`src/rtl/romarb.sv`:
```
// romarb: round-robin PRG/CHR ROM fetch arbiter onto a single external byte-read port.
// Define ROMARB_CACHE_EN to add a per-channel last-address hit cache.
module romarb #(
  parameter int ADDRW = 22,
  parameter logic [ADDRW-1:0] CHRBASE = 22'h200000
) (
  input  logic             clk,
  input  logic             reset,
  input  logic [20:0]      promaddr,
  input  logic             promreq,
  output logic             promack,
  output logic [7:0]       promdata,
  input  logic [20:0]      cromaddr,
  input  logic             cromreq,
  output logic             cromack,
  output logic [7:0]       cromdata,
  output logic [ADDRW-1:0] extaddr,
  output logic             extreq,
  input  logic             extack,
  input  logic [7:0]       extdata
);
  typedef enum logic [1:0] {IDLE, PRG, CHR, DONE} state_t;
  state_t state_q, state_d;
  logic last_chr_q, last_chr_d;
  logic extreq_q, extreq_d;
  logic [ADDRW-1:0] extaddr_q, extaddr_d;
  logic promack_q, promack_d, cromack_q, cromack_d;
  logic [7:0] promdata_q, promdata_d, cromdata_q, cromdata_d;
  logic pick_chr, hit, fin;
  assign pick_chr = cromreq && (!promreq || !last_chr_q);
  // a grant without extreq is a cache hit and completes one cycle later, like a zero-wait miss
  assign fin = extack || !extreq_q;
`ifdef ROMARB_CACHE_EN
  logic [20:0] ptag_q, ptag_d, ctag_q, ctag_d;
  logic pvalid_q, pvalid_d, cvalid_q, cvalid_d;
  logic pfill, cfill;
  assign pfill = state_q == PRG && extreq_q && extack;
  assign cfill = state_q == CHR && extreq_q && extack;
  assign hit = pick_chr ? cvalid_q && ctag_q == cromaddr : pvalid_q && ptag_q == promaddr;
  always_comb begin
    ptag_d = pfill ? promaddr : ptag_q;
    ctag_d = cfill ? cromaddr : ctag_q;
    pvalid_d = pvalid_q || pfill;
    cvalid_d = cvalid_q || cfill;
  end
  always_ff @(posedge clk) begin
    if (reset) begin
      ptag_q <= '0;
      ctag_q <= '0;
      pvalid_q <= 1'b0;
      cvalid_q <= 1'b0;
    end else begin
      ptag_q <= ptag_d;
      ctag_q <= ctag_d;
      pvalid_q <= pvalid_d;
      cvalid_q <= cvalid_d;
    end
  end
`else
  assign hit = 1'b0;
`endif
  always_comb begin
    state_d = state_q;
    last_chr_d = last_chr_q;
    extaddr_d = extaddr_q;
    extreq_d = extreq_q;
    promack_d = 1'b0;
    cromack_d = 1'b0;
    promdata_d = promdata_q;
    cromdata_d = cromdata_q;
    case (state_q)
      IDLE: if (promreq || cromreq) begin
        state_d = pick_chr ? CHR : PRG;
        extaddr_d = pick_chr ? CHRBASE + ADDRW'(cromaddr) : ADDRW'(promaddr);
        extreq_d = !hit;
      end
      PRG: if (fin) begin
        state_d = DONE;
        extreq_d = 1'b0;
        last_chr_d = 1'b0;
        promack_d = 1'b1;
        promdata_d = extreq_q ? extdata : promdata_q;
      end
      CHR: if (fin) begin
        state_d = DONE;
        extreq_d = 1'b0;
        last_chr_d = 1'b1;
        cromack_d = 1'b1;
        cromdata_d = extreq_q ? extdata : cromdata_q;
      end
      default: state_d = IDLE;
    endcase
  end
  always_ff @(posedge clk) begin
    if (reset) begin
      state_q <= IDLE;
      last_chr_q <= 1'b1;
      extaddr_q <= '0;
      extreq_q <= 1'b0;
      promack_q <= 1'b0;
      cromack_q <= 1'b0;
      promdata_q <= '0;
      cromdata_q <= '0;
    end else begin
      state_q <= state_d;
      last_chr_q <= last_chr_d;
      extaddr_q <= extaddr_d;
      extreq_q <= extreq_d;
      promack_q <= promack_d;
      cromack_q <= cromack_d;
      promdata_q <= promdata_d;
      cromdata_q <= cromdata_d;
    end
  end
  assign promack = promack_q;
  assign cromack = cromack_q;
  assign promdata = promdata_q;
  assign cromdata = cromdata_q;
  assign extaddr = extaddr_q;
  assign extreq = extreq_q;
endmodule

```
`config.mk`:
```
export PLATFORM = sky130hd
export DESIGN_NAME = romarb
export DESIGN_NICKNAME = d
export VERILOG_FILES = /design/src/rtl/romarb.sv
export SDC_FILE = /design/constraint.sdc
export NUM_CORES = 1
export LEC_CHECK = 0
export CAP_MARGIN = 30
export CELL_PAD_IN_SITES_DETAIL_PLACEMENT = 0
export CELL_PAD_IN_SITES_GLOBAL_PLACEMENT = 1
export CORE_MARGIN = 8
export CORE_UTILIZATION = 29
export CTS_BUF_LIST = sky130_fd_sc_hd__clkbuf_4
export DETAILED_ROUTE_END_ITERATION = 8
export PLACE_DENSITY_LB_ADDON = 0.3
export SLEW_MARGIN = 10
export SYNTH_ARGS = -nofsm -noshare
export SYNTH_HDL_FRONTEND = slang
export SYNTH_SLANG_ARGS = --single-unit
```
`constraint.sdc`:
```
create_clock -name clk -period 2 [get_ports clk]
set_input_delay 0.5 -clock clk [delete_from_list [all_inputs] [get_ports clk]]
set_output_delay 0.5 -clock clk [all_outputs]
set_load 0.005 [all_outputs]
```
* Word level (Yosys, flattened, before mapping) *
Index checks and enable logic that the tools add are counted.

storage, ports and cells
  memories = 0
  register bits = 44
  memory bits (writable) = 0
  bits in latches = 0
  bits in read-only memories = 0
  logic and storage cells = 47
  bits of input ports = 55

cells by class
  multipliers = 0
  magnitude comparators = 0
  equality and inequality tests = 6
  bitwise operators = 2
  $add $sub $neg = 1
  div/mod/pow operators = 0
  multiplexer cells = 11
  reductions and logical operators = 19
  shift operators = 0

operators by type and width
  cell                      number
  $add A22 B21 Y22 const A  1
  $mux W22                  1
  $reduce_and A3 Y1         4
  $mux W2                   3
  $ne A2 B2 Y1 const B      3
  $reduce_or A2 Y1          3
  $mux W1                   4
  $pmux W1 S2               2
  $pmux W2 S2               1
  $reduce_and A2 Y1         2
  $reduce_bool A2 Y1        2
  $logic_not A1 Y1          3
  $logic_or A1 B1 Y1        3
  $eq A2 B1 Y1 const B      1
  $eq A2 B2 Y1 const B      1
  $logic_not A2 Y1          1
  $ne A2 B1 Y1 const B      1
  $not A1 Y1                2
  $logic_and A1 B1 Y1       1

* Longest topological paths before layout *
  depth after elaboration = 6
  depth in mapped cells = 7
  depth with buffers taken out = 6

* Least setup slack after synthesis *
No wires, ideal clock.

  kind = reg-to-reg
  from = reg state_q[0]
  to = reg state_q[0]
  stages on the path, launching flop included = 6
  setup time = 71 ps
  period minus slack after synthesis = 1677 ps
  path slack = 323 ps
  arrival = 1607 ps
  cells stage by stage = dfxtp_1 inv_1 ha_1 a22o_1 or4_1 a21oi_1

between the ends
  longest elaborated chain between the ends = 4
  elaborated cells between the ends (all ways) = 8
  classes of those cells = 4 x eq/ne; 1 x mux; 3 x reduce/logical

RTL lines
  item                                                 RTL line  text
  from (decl)                                          23        state_t state_q, state_d;
  from (signal assigned)                               105       state_q <= state_d;
  $eq A2 B2 Y1 / $eq A2 B1 Y1 (equally long branches)  71        case (state_q)
  $reduce_or A2 Y1 (no source line)                    --
  $ne A2 B1 Y1 (no source line)                        --
  $reduce_and A2 Y1 (no source line)                   --

Several ways; a longest one is shown, not always the timed one.
A chain may end at the register's enable or synchronous reset.

* Final worst setup path *
  from = reg extreq_q, in the netlist extreq
  to = out extreq

RTL lines
  item                    RTL line  text
  from (decl)             25        logic extreq_q, extreq_d;
  from (signal assigned)  108       extreq_q <= extreq_d;
  to (decl)               18        output logic extreq,

No word-level cell between the ends.

==> results <==
- Measured along the y axis, the die boundary spans 95.3 um.
- The area growth from synthesis to layout is 66.8%.
- Of the synthesized area, sequential elements account for 48.3%.
- Setup repair after global routing left no endpoint under its margin.
- After the first detailed-routing iteration, the DRC count stood at 38.
- The number of clock buffers added by TritonCTS is 5.
- The clock root buffer is sky130_fd_sc_hd__clkbuf_4.
- The number of core rows is 29.
- The final routed DRC violation total is 0.
- In this run the most critical hold path is launched from extaddr[16].
- Across the VDD grid, the largest voltage drop is 0.440 mV.
- After detailed routing, the average wire length per cell comes to 13.5 um.
- The routed layout has 1,622 vias.
- Walking the worst path, the cells encountered are clkdlybuf4s50_1.
- Final hold analysis gives a worst-case slack of 0.504 ns.
- The maximum number of pins on one net before global-route repair is 44.
- At the end of routability-driven placement, the weighted congestion stood at 0.718.
- Input and output buffers added on the ports amount to 95.
- The worst min-delay path category is flip-flop to flip-flop.
- For this run, asynchronously set or reset flops after synthesis account for 0%.
- The kind of cell adding the most delay to the critical path is buffers and inverters.
- The die span in x is 95.3 um.
- The synthesized area is 0.00183 mm^2.
- Yosys printed 0 warnings.
- Among all flip-flop cells after synthesis, the most frequent one is sky130_fd_sc_hd__dfxtp_1.
- Once detailed placement completed, the half-perimeter wirelength came to 3680 um.
- Summed over all cells, the static leakage comes to 1.27 nW.
- The number of sinks driven by the clock tree is 44.
- The most critical setup path has its startpoint at extreq.
- The deepest level of the CTS H-tree is 2.
- The maximum clock insertion buffer count is 2.
- 96 I/O pins were placed.
- The first global-routing pass estimated 7710 um of wire.
- After detailed routing, the total wire length is 4900 um.
- The initial core utilization is 29.4%.
- The power density over the cells is 1110 mW/mm^2.
- The floorplan core area is 0.00620 mm^2.
- The largest fanout on the critical path is 6.
- The kind of critical path is flip-flop to output pin.
- Derived from the worst setup path, the maximum achievable clock frequency is 550 MHz.
- The clock-pin slew on the worst setup and hold paths is 0.13 ns.
- The average via count per standard cell is 4.46.
- For the pin with the worst max-slew slack, the measured transition is 0.320 ns.
- The final-stage net count is 344.
- The final number of hold-violating endpoints is 0.
- Among all stages on the critical path, the largest delay is contributed by sky130_fd_sc_hd__clkdlybuf4s50_1.
- Setup violations remaining at the end of the flow were counted as 0.
- The final worst-path cycle share is 90.8%.
- TritonCTS built the clock tree.
- The post-synthesis cell count is 185.
- The number of buffers and inverters on the critical path is 1.
- The number of global-route vias before repair is 1,554.
- The aggregate global-route resource usage is 10.8%.
- The largest stage delay on the critical path is 0.54 ns.
- The number of inserted filler cells in the final layout is 594.
- The reg-to-reg startpoint is state_q[0].
- The die covers 0.00909 mm^2.
- Gates resized during post-CTS repair numbered 0.
- The post-synthesis average cell area is 9.87 um^2.
- The share of final-layout standard cells stronger than drive strength 1 is 6.99%.
- The number of antenna violations at the first check in global routing came to 1.
- The final-report max-slew violation count is 0.
- The number of post-CTS setup repair buffers is 0.
- The pre-antenna-repair detailed-routing pass consisted of 4 iterations.
- When the netlist entered floorplanning its net count stood at 244.
- The total negative setup slack is 0 ns.
- The post-synthesis register bit count is 44.
- The insertion delay of the later-clocked pin in the worst-skew pair is 0.35 ns.
- For the worst setup path, the data arrival time is 1.32 ns.
- The final worst clock skew is 0.00883 ns.
- The number of distinct library cells after synthesis is 22.
- The detail route stage leaves a number of antenna-violating nets equal to 0.
- The max-slew headroom at the worst pin is 78.6%.
- The kind of end point of the critical path is an output pin.
- The worst endpoint required time is 1.50 ns.
- Across the run, the number of max-cap violations was 0.
- The global route total overflow is 0.
- The number of hold buffers added after cts is 0.
- In this run, synthesis inferred 0 flip-flops with an integrated enable.
- The run finished with clean final reports.
- The worst setup path is launched from a flip-flop.
- The smallest clock period supported by the final layout is computed as 1.82 ns.
==> per-layer routing <==
| metal | track usage [%] | routed length [um] | share of wire, % | vias up |
|---|---|---|---|---|
| met5 | 0 | 0 | 0 | - |
| met4 | 4.68 | 77 | 1.6 | 0 |
| met3 | 4.72 | 476 | 9.7 | 6 |
| met2 | 15.4 | 2050 | 42 | 65 |
| met1 | 13.9 | 2290 | 47 | 703 |
| li1 | - | - | - | 848 |
==> cell families (layout without fill, tap and decap cells) <==
kind of cell / Yosys count / count (layout) / synth area share [%]
AOI/OAI and AO/OA: 31 / 31 / 12.7
buffers and inverters: 14 / 115 / 3.36
other: 0 / 1 / 0
adders and majority gates: 4 / 4 / 2.74
muxes: 37 / 37 / 20.3
DFF: 44 / 44 / 48.3
and+or+nand+nor: 55 / 55 / 12.6
==> layout by cell type, fill, tap and decap left out <==
master,instances
sky130_fd_sc_hd__buf_12,1
sky130_fd_sc_hd__a221o_1,1
sky130_fd_sc_hd__o21ba_2,1
sky130_fd_sc_hd__mux2i_1,37
sky130_fd_sc_hd__nor2b_1,3
sky130_fd_sc_hd__clkbuf_4,5
sky130_fd_sc_hd__a21oi_1,4
sky130_fd_sc_hd__nand3_1,2
sky130_fd_sc_hd__a21boi_4,1
sky130_fd_sc_hd__nor2_1,42
sky130_fd_sc_hd__inv_1,2
sky130_fd_sc_hd__bufinv_16,3
sky130_fd_sc_hd__ha_1,4
sky130_fd_sc_hd__nand2_1,3
sky130_fd_sc_hd__a211oi_1,22
sky130_fd_sc_hd__clkdlybuf4s50_1,95
sky130_fd_sc_hd__a22o_1,1
sky130_fd_sc_hd__and2_1,2
sky130_fd_sc_hd__o21a_1,1
sky130_fd_sc_hd__dfxtp_1,44
sky130_fd_sc_hd__nand2b_1,1
sky130_fd_sc_hd__buf_4,9
sky130_fd_sc_hd__or4_1,1
sky130_fd_sc_hd__or3_1,1
sky130_fd_sc_hd__diode_2,1
==> layout make-up <==
cell class,instances,area (um^2),share of cell area [%]
Clock buffer,5,37.5,1.23
Multi-Input combinational cell,127,891,29.3
Clock inverter,3,90.1,2.96
Tap cell,77,96.3,3.16
Timing Repair Buffer,105,1040,34.1
Antenna cell,1,2.50,0.0822
Inverter,2,7.51,0.247
Sequential cell,44,881,28.9
==> sequential cells by signal, indices dropped and copies added (netlist names) <==
register    cells
extaddr        22
cromdata        8
promdata        8
state_q         2
cromack         1
extreq          1
last_chr_q      1
promack         1
==> synth_stat cells (2+ instances only) <==
library cell               instances  area, um^2
sky130_fd_sc_hd__a211oi_1         22         165
sky130_fd_sc_hd__a21oi_1           4        20.0
sky130_fd_sc_hd__and2_1            2        12.5
sky130_fd_sc_hd__buf_4             2        15.0
sky130_fd_sc_hd__clkbuf_1          9        33.8
sky130_fd_sc_hd__dfxtp_1          44         881
sky130_fd_sc_hd__ha_1              4        50.1
sky130_fd_sc_hd__inv_1             2        7.51
sky130_fd_sc_hd__mux2i_1          37         370
sky130_fd_sc_hd__nand2_1           3        11.3
sky130_fd_sc_hd__nand3_1           2        10.0
sky130_fd_sc_hd__nor2_1           42         158
sky130_fd_sc_hd__nor2b_1           3        18.8
==> stage by stage <==
| stage | utilization, % | setup WS (ns) | total power, mW | cells | cell area, um^2 |
|---|---|---|---|---|---|
| after detailed placement | 47.0 | 0.0122 | 2.63 | 355 | 2910 |
| after global routing | 49.1 | 0.0926 | 3.64 | 364 | 3040 |
| after CTS | 49.0 | 0.147 | 3.46 | 363 | 3040 |
| after global placement | 47.0 | 0.0353 | 2.62 | 355 | 2910 |
| final | 49.1 | 0.183 | 3.39 | 364 | 3040 |
| after floorplan | - | 0.323 | 1.92 | 185 | 1830 |
==> final timing paths <==
| path | to | slack [ns] | depth (start not counted) |
|---|---|---|---|
| max | extreq | 0.18 | 1 |
| min | extaddr[16] | 0.50 | 2 |
| max reg2reg | state_q[0] | 0.21 | 5 |
| min reg2reg | extaddr[16] | 0.50 | 2 |
==> power breakdown <==
group	internal, mW	total, mW	switching [mW]
Combinational	0.776	1.36	0.583
Sequential	1.10	1.22	0.125
Clock	0.515	0.809	0.295
(Power assumes the default switching activity.)
==> RTL change (same settings) <==
The 4 states of `state_t` get a one-hot encoding in 4 bits.
--- a/src/rtl/romarb.sv
+++ b/src/rtl/romarb.sv
@@ -21,3 +21,3 @@
 );
-  typedef enum logic [1:0] {IDLE, PRG, CHR, DONE} state_t;
+  typedef enum logic [3:0] {IDLE = 4'b0001, PRG = 4'b0010, CHR = 4'b0100, DONE = 4'b1000} state_t;
   state_t state_q, state_d;
Formal check against the unedited RTL: same outputs for any inputs over 10 cycles, from zero or initial values and one cycle with reset high; not proved beyond that.
==> RTL change against the original RTL <==
  * Total power shrank 27%
  * Sequential power shrank 11%
  * Routed wire length is 30% higher
  * Die area increased by 13%
  * Sequential cell count up 2
  * Highest routed layer unchanged
  * Setup slack gained 0.026 ns
  * Clock power shrank 27%
  * Critical path depth stayed put
  * Global-route usage up 1.3 points
  * Register-to-register slack better by 0.25 ns
  * Design area is 8.1% higher
  * Area after synthesis grew 15%
==> RTL change: results <==
[status]
run_status = finished clean

[logic_synthesis]
synth.net_count = 266
synth_mux_area_share_pct = 7.61
synth_fa_ha_area_share_pct = 0
synthCells = 211
yosys_register_bits = 46
synth-compound-area-share_pct = 27.6
synth.yosys.seq_area_share_pct = 43.7
netlist-cell-type-count = 34
yosys.area_share.xor_xnor_pct = 0.416
yosys-top-cells-area = sky130_fd_sc_hd__dfxtp_1 (44%), sky130_fd_sc_hd__a221oi_2 (13%), sky130_fd_sc_hd__o32ai_1 (8.7%), sky130_fd_sc_hd__mux2i_1 (7.6%), sky130_fd_sc_hd__nand2_1 (4.8%)
netlist_top_cells_count = sky130_fd_sc_hd__dfxtp_1 (46), sky130_fd_sc_hd__nand2_1 (27), sky130_fd_sc_hd__inv_1 (25), sky130_fd_sc_hd__o32ai_1 (21), sky130_fd_sc_hd__a221oi_2 (18)

[critical_path]
regToRegEndpoint = extaddr[0]$_SDFFE_PP0P_
peak_per_stage_delay_on_the_critical_path_ns = 0.52
timing.reg2reg.setup_slack_ns = 0.46
critical_path_data_arrival_time_ns = 1.29
ff2ff_path_depth = 4
reg_to_reg_startpoint = state_q[1]$_SDFFE_PP0P_

[layout]
multi_input_comb_area_um2 = 992
layout.clock.cell_area_share_pct = 2.51
non_clock_buffer_area_share_pct = 32.6
final.signal_inverter_count = 26
nNonClkBuffers = 106
final_layout_fill_cell_count = 722
number_of_clock_tree_buffers_in_the_layout = 6
post_route_cells_drive_above_1_share_pct = 13.7
seq_share_pct = 28.0

[timing]
tightest_slew_ns = 0.419
fin_worst_skew_ns = 0.00840
whs_ns = 0.466

[global_routing]
global_route.usage.met3_pct = 3.64
grt_util_all_layers_pct = 12.1
number_of_antenna_violations_at_the_first_check_in_global_routing = 0
grt.met2_usage_pct = 20.1

[detailed_routing]
detailedRoute.firstIterationViolations = 27
post_dr_vias_cell = 4.65
met2WireLength_um = 3140
routedLengthMet1_um = 2670
num_vias = 1885
finalWirelength_um = 6360

[placement]
placed_area_um2 = 3210
place_congestion = 0.727
dp_slack_ns = -0.0139

[min_path]
min-delay-start = extaddr[2]$_SDFFE_PP0P_
min_delay_worst_endpoint = extaddr[2]$_SDFFE_PP0P_

[pwr]
internal-power_mw = 1.74
sequentialPower_mw = 1.09
sequentialPowerShare_pct = 44.1
power_combinational_mw = 0.797
peakVddDrop_uv = 228

[floorplan]
die_x_um = 101
[RTL change: changes by cell type after synthesis, sizes merged, moves of 3 or more]
| cell | unedited run | this run |
|---|---|---|
| nand2 | 3 | 27 |
| a211oi | 22 | 2 |
| a221oi | 0 | 21 |
| nor2 | 42 | 4 |
| o21ai | 0 | 3 |
| o32ai | 0 | 21 |
| mux2i | 37 | 16 |
| inv | 2 | 26 |
| buf | 3 | 9 |
| ha | 4 | 0 |
[RTL change: worst max-delay path by stage]
stage | start | to | slack [ns] | cells after the start
CTS | extreq$_SDFFE_PP0P_ | extreq | 0.09 | 1
detailed placement | promreq | extaddr[20]$_SDFFE_PP0P_ | -0.01 | 4
finish | extreq$_SDFFE_PP0P_ | extreq | 0.21 | 1
global route | extreq$_SDFFE_PP0P_ | extreq | 0.11 | 1
global placement | promreq | extaddr[20]$_SDFFE_PP0P_ | -0.001 | 4
floorplan | state_q[1]$_SDFFE_PP0P_ | extaddr[10]$_SDFFE_PP0P_ | 0.54 | 5
